[src/rtl/tinyalu_pkg.sv]
// Shared encodings and helpers for the TinyALU command engine.
package tinyalu_pkg;

  typedef enum logic [2:0] {
    NO_OP  = 3'b000,
    ADD_OP = 3'b001,
    AND_OP = 3'b010,
    XOR_OP = 3'b011,
    MUL_OP = 3'b100,
    RST_OP = 3'b111
  } operation_t;

  typedef enum logic [2:0] {
    ST_IDLE  = 3'd0,
    ST_ISSUE = 3'd1,
    ST_WAIT  = 3'd2,
    ST_RST   = 3'd3,
    ST_FLUSH = 3'd4
  } engine_state_t;

  localparam int unsigned OP_W = 3;

  // 101 and 110 have no ALU meaning and are answered with an error entry.
  function automatic logic op_is_illegal(input logic [OP_W-1:0] op);
    return (op == 3'b101) || (op == 3'b110);
  endfunction

  // Only ops that produce a result entry need a reserved result slot.
  function automatic logic op_needs_slot(input logic [OP_W-1:0] op);
    return !((op == NO_OP) || (op == RST_OP));
  endfunction

endpackage

[src/rtl/tinyalu_fifo.sv]
// Synchronous FIFO with registered storage; head entry is presented directly.
module tinyalu_fifo #(
  parameter int unsigned WIDTH = 8,
  parameter int unsigned DEPTH = 4
) (
  input  logic                   clk,
  input  logic                   rst,
  input  logic                   push_i,
  input  logic [WIDTH-1:0]       data_i,
  input  logic                   pop_i,
  output logic [WIDTH-1:0]       data_o,
  output logic                   full_o,
  output logic                   empty_o,
  output logic [$clog2(DEPTH):0] count_o
);

  localparam int unsigned AW = $clog2(DEPTH);
  localparam logic [AW:0] FULL_CNT = (AW+1)'(DEPTH);

  logic [WIDTH-1:0] mem_q [DEPTH];
  logic [AW-1:0]    wr_ptr_q, rd_ptr_q;
  logic [AW:0]      count_q, count_d;
  logic             do_push, do_pop;

  assign full_o  = (count_q == FULL_CNT);
  assign empty_o = (count_q == '0);
  assign do_push = push_i && !full_o;
  assign do_pop  = pop_i && !empty_o;
  assign data_o  = mem_q[rd_ptr_q];
  assign count_o = count_q;

  // Occupancy follows the net effect of push and pop in the same cycle.
  always_comb begin
    count_d = count_q;
    if (do_push && !do_pop) count_d = count_q + 1'b1;
    else if (do_pop && !do_push) count_d = count_q - 1'b1;
  end

  // Storage and pointers; pointers wrap naturally for power-of-2 depths.
  always_ff @(posedge clk or posedge rst) begin
    if (rst) begin
      for (int unsigned i = 0; i < DEPTH; i++) mem_q[i] <= '0;
      wr_ptr_q <= '0;
      rd_ptr_q <= '0;
      count_q  <= '0;
    end else begin
      if (do_push) begin
        mem_q[wr_ptr_q] <= data_i;
        wr_ptr_q        <= wr_ptr_q + 1'b1;
      end
      if (do_pop) rd_ptr_q <= rd_ptr_q + 1'b1;
      count_q <= count_d;
    end
  end

endmodule

[src/rtl/tinyalu_cmd_engine.sv]
// Command engine: queues commands, sequences the TinyALU start/done
// handshake, detects done timeouts and returns results through a FIFO.
module tinyalu_cmd_engine
  import tinyalu_pkg::*;
#(
  parameter int unsigned DATA_W    = 8,
  parameter int unsigned CMD_DEPTH = 4,
  parameter int unsigned RES_DEPTH = 4,
  parameter int unsigned TIMEOUT   = 31
) (
  input  logic                clk,
  input  logic                reset,
  input  logic                cmd_valid,
  output logic                cmd_ready,
  input  logic [DATA_W-1:0]   cmd_a,
  input  logic [DATA_W-1:0]   cmd_b,
  input  logic [2:0]          cmd_op,
  output logic [DATA_W-1:0]   alu_a,
  output logic [DATA_W-1:0]   alu_b,
  output logic [2:0]          alu_op,
  output logic                alu_start,
  output logic                alu_reset_n,
  input  logic                alu_done,
  input  logic [2*DATA_W-1:0] alu_result,
  output logic                res_valid,
  input  logic                res_ready,
  output logic [2*DATA_W-1:0] res_data,
  output logic [2:0]          res_op,
  output logic                res_err,
  output logic                busy
);

  localparam int unsigned RES_W  = 2 * DATA_W;
  localparam int unsigned CMD_FW = OP_W + 2 * DATA_W;
  localparam int unsigned RES_FW = 1 + OP_W + RES_W;
  localparam int unsigned CCW    = $clog2(CMD_DEPTH) + 1;
  localparam int unsigned RCW    = $clog2(RES_DEPTH) + 1;
  localparam int unsigned TMR_W  = $clog2(TIMEOUT + 1);
  localparam logic [RCW-1:0]   RES_FULL_CNT = RCW'(RES_DEPTH);
  localparam logic [TMR_W-1:0] TMO_CNT      = TMR_W'(TIMEOUT);

  engine_state_t     state_q, state_d;
  logic [TMR_W-1:0]  timer_q, timer_d;
  logic              rst_cnt_q, rst_cnt_d;
  logic [DATA_W-1:0] alu_a_q, alu_a_d, alu_b_q, alu_b_d;
  logic [2:0]        alu_op_q, alu_op_d;
  logic              alu_start_q, alu_start_d;
  logic              alu_reset_n_q, alu_reset_n_d;

  logic [CMD_FW-1:0] cmd_head;
  logic [2:0]        cmd_head_op;
  logic              cmd_full, cmd_empty, cmd_pop, cmd_push;
  logic [CCW-1:0]    cmd_count;

  logic [RES_FW-1:0] res_head, res_push_data;
  logic              res_full, res_empty, res_push, res_pop, res_slot_free;
  logic [RCW-1:0]    res_count;

  assign cmd_ready   = !cmd_full;
  assign cmd_push    = cmd_valid && !cmd_full;
  assign cmd_head_op = cmd_head[CMD_FW-1 -: OP_W];

  assign res_valid     = !res_empty;
  assign res_pop       = res_valid && res_ready;
  assign res_slot_free = (res_count != RES_FULL_CNT);
  assign res_err       = res_head[RES_FW-1];
  assign res_op        = res_head[RES_FW-2 -: OP_W];
  assign res_data      = res_head[RES_W-1:0];

  assign alu_a       = alu_a_q;
  assign alu_b       = alu_b_q;
  assign alu_op      = alu_op_q;
  assign alu_start   = alu_start_q;
  assign alu_reset_n = alu_reset_n_q;
  assign busy        = (state_q != ST_IDLE) || (cmd_count != '0);

  tinyalu_fifo #(.WIDTH(CMD_FW), .DEPTH(CMD_DEPTH)) u_cmd_fifo (
    .clk     (clk),
    .rst     (reset),
    .push_i  (cmd_push),
    .data_i  ({cmd_op, cmd_b, cmd_a}),
    .pop_i   (cmd_pop),
    .data_o  (cmd_head),
    .full_o  (cmd_full),
    .empty_o (cmd_empty),
    .count_o (cmd_count)
  );

  tinyalu_fifo #(.WIDTH(RES_FW), .DEPTH(RES_DEPTH)) u_res_fifo (
    .clk     (clk),
    .rst     (reset),
    .push_i  (res_push && !res_full),
    .data_i  (res_push_data),
    .pop_i   (res_pop),
    .data_o  (res_head),
    .full_o  (res_full),
    .empty_o (res_empty),
    .count_o (res_count)
  );

  // Sequencer: the result slot is reserved at pop time, so pushes never hit a full FIFO.
  always_comb begin
    state_d       = state_q;
    timer_d       = timer_q;
    rst_cnt_d     = rst_cnt_q;
    alu_a_d       = alu_a_q;
    alu_b_d       = alu_b_q;
    alu_op_d      = alu_op_q;
    alu_start_d   = alu_start_q;
    alu_reset_n_d = alu_reset_n_q;
    cmd_pop       = 1'b0;
    res_push      = 1'b0;
    res_push_data = '0;
    case (state_q)
      ST_IDLE: begin
        alu_start_d = 1'b0;
        if (!cmd_empty && (!op_needs_slot(cmd_head_op) || res_slot_free)) begin
          cmd_pop  = 1'b1;
          alu_a_d  = cmd_head[DATA_W-1:0];
          alu_b_d  = cmd_head[2*DATA_W-1:DATA_W];
          alu_op_d = cmd_head_op;
          state_d  = ST_ISSUE;
        end
      end
      ST_ISSUE: begin
        if (op_is_illegal(alu_op_q)) begin
          res_push      = 1'b1;
          res_push_data = {1'b1, alu_op_q, {RES_W{1'b0}}};
          state_d       = ST_IDLE;
        end else if (alu_op_q == RST_OP) begin
          alu_reset_n_d = 1'b0;
          alu_start_d   = 1'b0;
          rst_cnt_d     = 1'b0;
          state_d       = ST_RST;
        end else if (alu_op_q == NO_OP) begin
          alu_start_d = 1'b1;
          state_d     = ST_IDLE;
        end else begin
          alu_start_d = 1'b1;
          timer_d     = '0;
          state_d     = ST_WAIT;
        end
      end
      ST_WAIT: begin
        if (alu_done) begin
          res_push      = 1'b1;
          res_push_data = {1'b0, alu_op_q, alu_result};
          alu_start_d   = 1'b0;
          state_d       = ST_IDLE;
        end else if (timer_q == TMO_CNT) begin
          res_push      = 1'b1;
          res_push_data = {1'b1, alu_op_q, {RES_W{1'b0}}};
          alu_start_d   = 1'b0;
          state_d       = ST_FLUSH;
        end else begin
          timer_d = timer_q + 1'b1;
        end
      end
      ST_RST: begin
        if (rst_cnt_q) begin
          alu_reset_n_d = 1'b1;
          state_d       = ST_IDLE;
        end else begin
          rst_cnt_d = 1'b1;
        end
      end
      ST_FLUSH: begin
        alu_start_d = 1'b0;
        state_d     = ST_IDLE;
      end
      default: state_d = ST_IDLE;
    endcase
  end

  // Engine state and ALU-side registers; reset drops alu_start immediately.
  always_ff @(posedge clk or posedge reset) begin
    if (reset) begin
      state_q       <= ST_IDLE;
      timer_q       <= '0;
      rst_cnt_q     <= 1'b0;
      alu_a_q       <= '0;
      alu_b_q       <= '0;
      alu_op_q      <= '0;
      alu_start_q   <= 1'b0;
      alu_reset_n_q <= 1'b1;
    end else begin
      state_q       <= state_d;
      timer_q       <= timer_d;
      rst_cnt_q     <= rst_cnt_d;
      alu_a_q       <= alu_a_d;
      alu_b_q       <= alu_b_d;
      alu_op_q      <= alu_op_d;
      alu_start_q   <= alu_start_d;
      alu_reset_n_q <= alu_reset_n_d;
    end
  end

endmodule
[config.mk]
export PLATFORM = sky130hd
export DESIGN_NAME = tinyalu_cmd_engine
export DESIGN_NICKNAME = d
export VERILOG_FILES = /design/src/rtl/tinyalu_pkg.sv /design/src/rtl/tinyalu_fifo.sv /design/src/rtl/tinyalu_cmd_engine.sv
export SDC_FILE = /design/constraint.sdc
export NUM_CORES = 1
export LEC_CHECK = 0
export ABC_AREA = 1
export BUFFER_PORTS_ARGS = -buffer_cell sky130_fd_sc_hd__clkbuf_2
export CAP_MARGIN = 15
export CORE_MARGIN = 10
export CORE_UTILIZATION = 35
export DETAILED_ROUTE_END_ITERATION = 8
export PLACE_DENSITY_LB_ADDON = 0.25
export SLEW_MARGIN = 15
export SYNTH_ARGS = -nofsm -noshare
export SYNTH_HDL_FRONTEND = slang
export SYNTH_HIERARCHICAL = 1
export SYNTH_SLANG_ARGS = --single-unit
export TNS_END_PERCENT = 5
[constraint.sdc]
create_clock -name clk -period 3.3 [get_ports clk]
set_input_delay 0.495 -clock clk [delete_from_list [all_inputs] [get_ports clk]]
set_output_delay 0.495 -clock clk [all_outputs]
set_load 0.01 [all_outputs]
### Yosys cells after proc, flatten, opt, wreduce, memory -nomap -nowiden

Index checks and enable logic that the tools add are counted.

* register bits after elaboration: 200
* input bits: 40
* output and inout port bits: 44
* logic and storage cells: 157

* add/sub/neg operators: 9
* $lt $le $gt $ge: 6
* equal/unequal tests: 21
* muxes and demuxes: 50
* bitwise operators: 4
* reductions and logical operators: 45

Operators by type and width (number)
* two-way mux 20 bit: 6
* bitwise mux 80 bit: 1
* bitwise mux 76 bit: 1
* two-way mux 19 bit: 3
* binary-select mux 20 bit (select 2 bit): 1
* demux 20 bit (select 2 bit): 1
* case mux 20 bit (2 select lines): 1
* binary-select mux 19 bit (select 2 bit): 1
* demux 19 bit (select 2 bit): 1
* two-way mux 5 bit: 5
* two-way mux 3 bit: 8
* equality test 3 bit (second input constant): 7
* inequality test 2 bit (second input constant): 8
* logical NOT 3 bit: 5
* logical AND 1 bit: 14
* greater-or-equal comparator 3 bit (second input constant): 4
* two-way mux 1 bit: 12
* inverter 2 -> 3 bit: 4
* case mux 3 bit (4 select lines): 1
* case mux 5 bit (2 select lines): 1
* AND reduction 3 bit: 3
* nonzero test 3 bit: 3
* adder 2 x 1 -> 2 bit (second input constant): 4
* logical NOT 1 bit: 8
* other kinds (17): 32

### Depth between registers and ports, before layout

* word-level depth: 14
* mapped depth: 21
* mapped depth without buffers: 18

### Modules after synthesis

The synthesis kept the hierarchy.

Modules (own cells, without submodules)
* tinyalu_fifo at u_res_fifo: instances 1, cells each 546, area each 4357.9 µm², sequential area each 2177.1 µm²
* tinyalu_fifo at u_cmd_fifo: instances 1, cells each 520, area each 4224.1 µm², sequential area each 2077.0 µm²
* tinyalu_cmd_engine: instances 1, cells each 235, area each 1685.4 µm², sequential area each 752.0 µm²

### Least setup slack after synthesis

No wires, ideal clock.

* path kind: reg-to-reg
* start: register timer_q[0]
* end: register u_res_fifo.count_q[1], in the netlist u_res_fifo/count_o[1]
* library setup time: 0.117 ns
* arrival: 2.523 ns
* data required time: 3.183 ns
* setup slack: 0.660 ns
* stages on the path, launching flop included: 16
* buffers on the path: 1
* clock period less this slack: 2.640 ns
* path through: dfrtp_1 -> ha_1 -> and3_1 -> ha_1 -> inv_1 -> nand2_1 -> a21oi_1 -> nor2_1 -> buf_4 -> nand2_2 -> inv_1 -> ha_1 -> inv_1 -> fa_1 -> nand2_1 -> nand2_1

* elaborated cells between the ends (all ways): 11
* classes of those cells: 1 x eq/ne; 4 x mux; 6 x reduce/logical

RTL lines
* from (decl): RTL line tinyalu_cmd_engine.sv:43 `logic [TMR_W-1:0] timer_q, timer_d;`
* from (signal assigned): RTL line tinyalu_cmd_engine.sv:188 `timer_q <= timer_d;`
* equality test 5 bit: RTL line tinyalu_cmd_engine.sv:150 `end else if (timer_q == TMO_CNT) begin`
* two-way mux 1 bit: RTL line tinyalu_cmd_engine.sv:150
* two-way mux 1 bit: RTL line tinyalu_cmd_engine.sv:145 `if (alu_done) begin`
* case mux 1 bit (2 select lines): RTL line tinyalu_cmd_engine.sv:114 `case (state_q)`
* logical AND 1 bit: RTL line tinyalu_cmd_engine.sv:92 `.push_i (res_push && !res_full),`
* logical AND 1 bit: RTL line tinyalu_fifo.sv:27 `assign do_push = push_i && !full_o;`
* named net u_res_fifo.do_push: RTL line tinyalu_fifo.sv:23 `logic do_push, do_pop;`
* logical AND 1 bit: RTL line tinyalu_fifo.sv:35 `if (do_push && !do_pop) count_d = count_q + 1'b1;`
* two-way mux 3 bit: RTL line tinyalu_fifo.sv:35
* named net u_res_fifo.count_d[1]: RTL line tinyalu_fifo.sv:22 `logic [AW:0] count_q, count_d;`
* to (signal assigned): RTL line tinyalu_fifo.sv:52 `count_q <= count_d;`
* to (decl): RTL line tinyalu_fifo.sv:22

The timed path passes the listed nets, and every way through them passes these cells.
A chain may end at the register's enable or synchronous reset.

### Final worst setup path

* start: register timer_q[0]
* end: register u_res_fifo/mem_q[38] (netlist name)

* cells in the longest elaborated chain, start to end: 6
* elaborated cells between the ends (all ways): 10
* classes of those cells: 1 x eq/ne; 7 x mux; 2 x reduce/logical

Ends and longest elaborated chain
* equality test 5 bit (*): RTL line tinyalu_cmd_engine.sv:150
* two-way mux 1 bit: RTL line tinyalu_cmd_engine.sv:150
* two-way mux 1 bit: RTL line tinyalu_cmd_engine.sv:145
* case mux 1 bit (2 select lines): RTL line tinyalu_cmd_engine.sv:114
* logical AND 1 bit: RTL line tinyalu_cmd_engine.sv:92
* logical AND 1 bit: RTL line tinyalu_fifo.sv:27
* to (signal, indexed assignment): RTL line tinyalu_fifo.sv:48 `mem_q[wr_ptr_q] <= data_i;`
* to (decl): RTL line tinyalu_fifo.sv:20 `logic [WIDTH-1:0] mem_q [DEPTH];`

Mark *: on every way between the ends. The rest lies on a longest branch, timed or not.

==> qor.txt <==
Max-slew headroom = 41.6%
CTS sink cnt = 200
mapped cell area = 10,300 µm²
reg2reg start = timer_q[0]$_DFFE_PP0P_
Final Max Tran Viols = 0
setup_tns = 0 ns
Startpoint Class = register
Hold-fix buffers, CTS = 0
Leakage = 5.97 nW
crit-path max FO = 59
gp weighted congestion = 0.761
post-route ant nets = 0
die width = 191 µm
P per Cell Area = 957 nW/µm²
worst hold slack = 0.0608 ns
status = finished, final reports clean
Setup Viol. Count Final = 0
root buffer cell = clkbuf_16
max-cap violations = 0
Synth warnings = 6
met3 GRT Util = 2.48%
DRC viols = 0
DR iter-0 viols = 779
DRT Pass-1 Iters = 6
GR Layer Usage met1 = 21.4%
Final period util = 91.1%
crit end category = register
initial antenna violation count = 0
terminus of the critical flop-to-flop path = u_res_fifo/mem_q[38]$_DFFE_PP0P_
Num CTS Buffers = 17
row cnt = 62
via count = 8,963
total congestion overflow = 0
core footprint = 28,900 µm²
PortBufs = 83
GRT met2 Usage = 27.1%
min Tclk post-route = 3.01 ns
clock latency on the worst-skew pair = 0.45 ns
reg2reg setup slack = 0.29 ns
worst reg-to-reg path cell count = 12
Critical Path AT = 3.34 ns
Starting Density = 35.6%
Gate Count Post-Synth = 1,301
RSZ-0062 raised after global routing = true
CP required = 3.63 ns
drt wl/cell = 16.9 µm
TritonCTS clock tree = yes
Fin Clk Skew = 0.0214 ns
Via-to-Cell Ratio = 5.16
first-pass GRT wire length = 47.9 mm
final wirelength = 29.3 mm
Crit Path Category = reg2reg
antenna cell count = 0
Synth Register Bits = 200
vias in the first global route = 8,863
Layout area overhead = 12.3%
Yosys top cell by area = dfrtp_1
Clock transition at path regs = 0.08 ns
Longest Clk Path Bufs = 2
Peak VDD IR = 0.362 mV
synth unique cells = 34
endpoints failing hold = 0
largest cells by area after synthesis = dfrtp_1 (49%), nand2_1 (16%), nand4_1 (9.7%)
share of the synthesized area in the top cell type = 48.5%
pin count of the biggest net entering global routing = 87
Syn Nets = 1,355
GRT Total Usage = 16.2%
Max Clock Freq = 333 MHz
worst slew pin tran = 0.875 ns
share of layout cells above drive strength 1 = 13.9%
Hold Path Class = in2async
Boundary Pins = 84
share of the yosys chip area belonging to registers = 48.8%
CTS H-tree lvls = 4
hpwl dp = 18.1 mm
die area = 36,600 µm²
Die H = 191 µm
busiest grt layer = met2
Avg Cell Area, Syn = 7.89 µm²
final net count = 1,393
-- area by class of cell --
type / instances / area [µm²]
clock buffers: 17 / 425
inverters: 49 / 196
repair buffers: 116 / 692
flip-flops and latches: 200 / 5010
well taps: 384 / 480
multi-input cells: 955 / 4510
clock inverters: 15 / 215
fillers: 3080 / 17300
-- worst max-delay path by stage --
stage               slack (ns)                                end                               start  cells after the start
finish                    0.29   u_res_fifo/mem_q[38]$_DFFE_PP0P_              timer_q[0]$_DFFE_PP0P_                     12
global route             -0.02  u_res_fifo/count_o[2]$_DFFE_PP0P_              timer_q[0]$_DFFE_PP0P_                     16
CTS                       0.27  u_cmd_fifo/count_o[2]$_DFFE_PP0P_  u_cmd_fifo/rd_ptr_q[1]$_DFFE_PP0P_                     16
detailed placement        0.31  u_cmd_fifo/count_o[2]$_DFFE_PP0P_  u_cmd_fifo/rd_ptr_q[0]$_DFFE_PP0P_                     16
global placement          0.33  u_cmd_fifo/count_o[2]$_DFFE_PP0P_  u_cmd_fifo/rd_ptr_q[0]$_DFFE_PP0P_                     16
floorplan                 0.55  u_res_fifo/count_o[0]$_DFFE_PP0P_                               reset                      1
-- layout by cell type, fill, tap and decap left out, types with 2 or more instances in the layout --
cell type and count:
nor2_1 149, inv_1 39, nor2_4 3, nand3b_1 3, nand2_2 15, inv_6 3, nor2_2 3, nand4_1 159
dfrtp_1 199, ha_1 12, inv_12 2, buf_12 2, nand3_1 27, fa_1 2, o21ai_0 99, buf_4 30
clkinvlp_4 2, a21oi_1 2, xnor2_1 3, clkbuf_16 17, inv_2 5, o21ai_1 26, inv_8 4, nand3_4 5
clkinv_8 5, nand2_1 439, clkbuf_2 83, clkinv_2 2, nand3_2 2
-- layer usage --
| layer | vias to the layer above | wire length, µm |
|---|---|---|
| met5 | - | 0 |
| met4 | 0 | 243 |
| met3 | 16 | 1390 |
| met2 | 222 | 14200 |
| met1 | 4341 | 13400 |
| li1 | 4384 | - |
-- kinds of logic (layout without fill, tap and decap cells) --
| logic type | count (synthesis) | after routing | synth area share, % |
|---|---|---|---|
| AO/OA/AOI/OAI | 128 | 128 | 6.25 |
| XOR/XNOR | 4 | 4 | 0.341 |
| adder cells (fa/ha/maj) | 14 | 14 | 1.85 |
| buffers and inverters | 146 | 197 | 7.42 |
| flip-flops | 200 | 200 | 48.8 |
| AND/OR/NAND/NOR | 809 | 809 | 35.4 |
-- metrics by stage --
stage	util, %	instances	setup WS [ns]	power [W]	area, µm²
floorplan	-	1301	0.555	0.00743	10300
global placement	37.7	1704	0.334	0.00877	10900
detailed placement	37.7	1704	0.306	0.00884	10900
CTS	39.9	1736	0.268	0.0111	11500
global route	40.0	1736	-0.0221	0.0120	11500
finish	40.0	1736	0.295	0.0110	11500
-- repair_timing --
action	in CTS	in global routing
resized for setup	0	3
endpoints found under the setup margin	0	2
buffers inserted	0	0
hold endpoints to repair	0	0
-- state kept, by name, summed over array words and instances, names as in the netlist --
register	flops
u_res_fifo/wr_ptr_q	2
timer_q	5
rst_cnt_q	1
u_res_fifo/count_o	3
state_q	3
alu_b	8
u_cmd_fifo/rd_ptr_q	2
alu_start	1
u_cmd_fifo/count_o	3
alu_reset_n	1
alu_op	3
u_cmd_fifo/wr_ptr_q	2
u_res_fifo/rd_ptr_q	2
u_cmd_fifo/mem_q	76
u_res_fifo/mem_q	80
alu_a	8
-- synth_stat cells (all sizes together) --
cell      n
dfrtp   199
nand4   159
nand2   454
or2       1
clkbuf   18
ha       12
nor3      2
o22ai     1
nand3    34
dfstp     1
inv      49
and3      1
o21ai   125
nand3b    3
xor2      1
fa        2
a21oi     2
buf      79
xnor2     3
nor2    155
-- worst max-delay path, stage by stage (launching register included) --
cell and delay [ns]:
dfrtp_1 0.40, ha_1 0.19, and3_1 0.16, ha_1 0.13, inv_1 0.07, nand2_1 0.09
a21oi_1 0.14, nor2_4 0.51, buf_4 0.61, nand3_1 0.21, buf_4 0.26, nand2_1 0.07
nand2_1 0.05
-- report_power, final --
group          leakage [nW]  switching [W]  internal (W)
combinational          3.04        0.00342       0.00152
clock                 0.310        0.00113       0.00112
sequential             2.62       0.000533       0.00330
(Power assumes the default switching activity.)
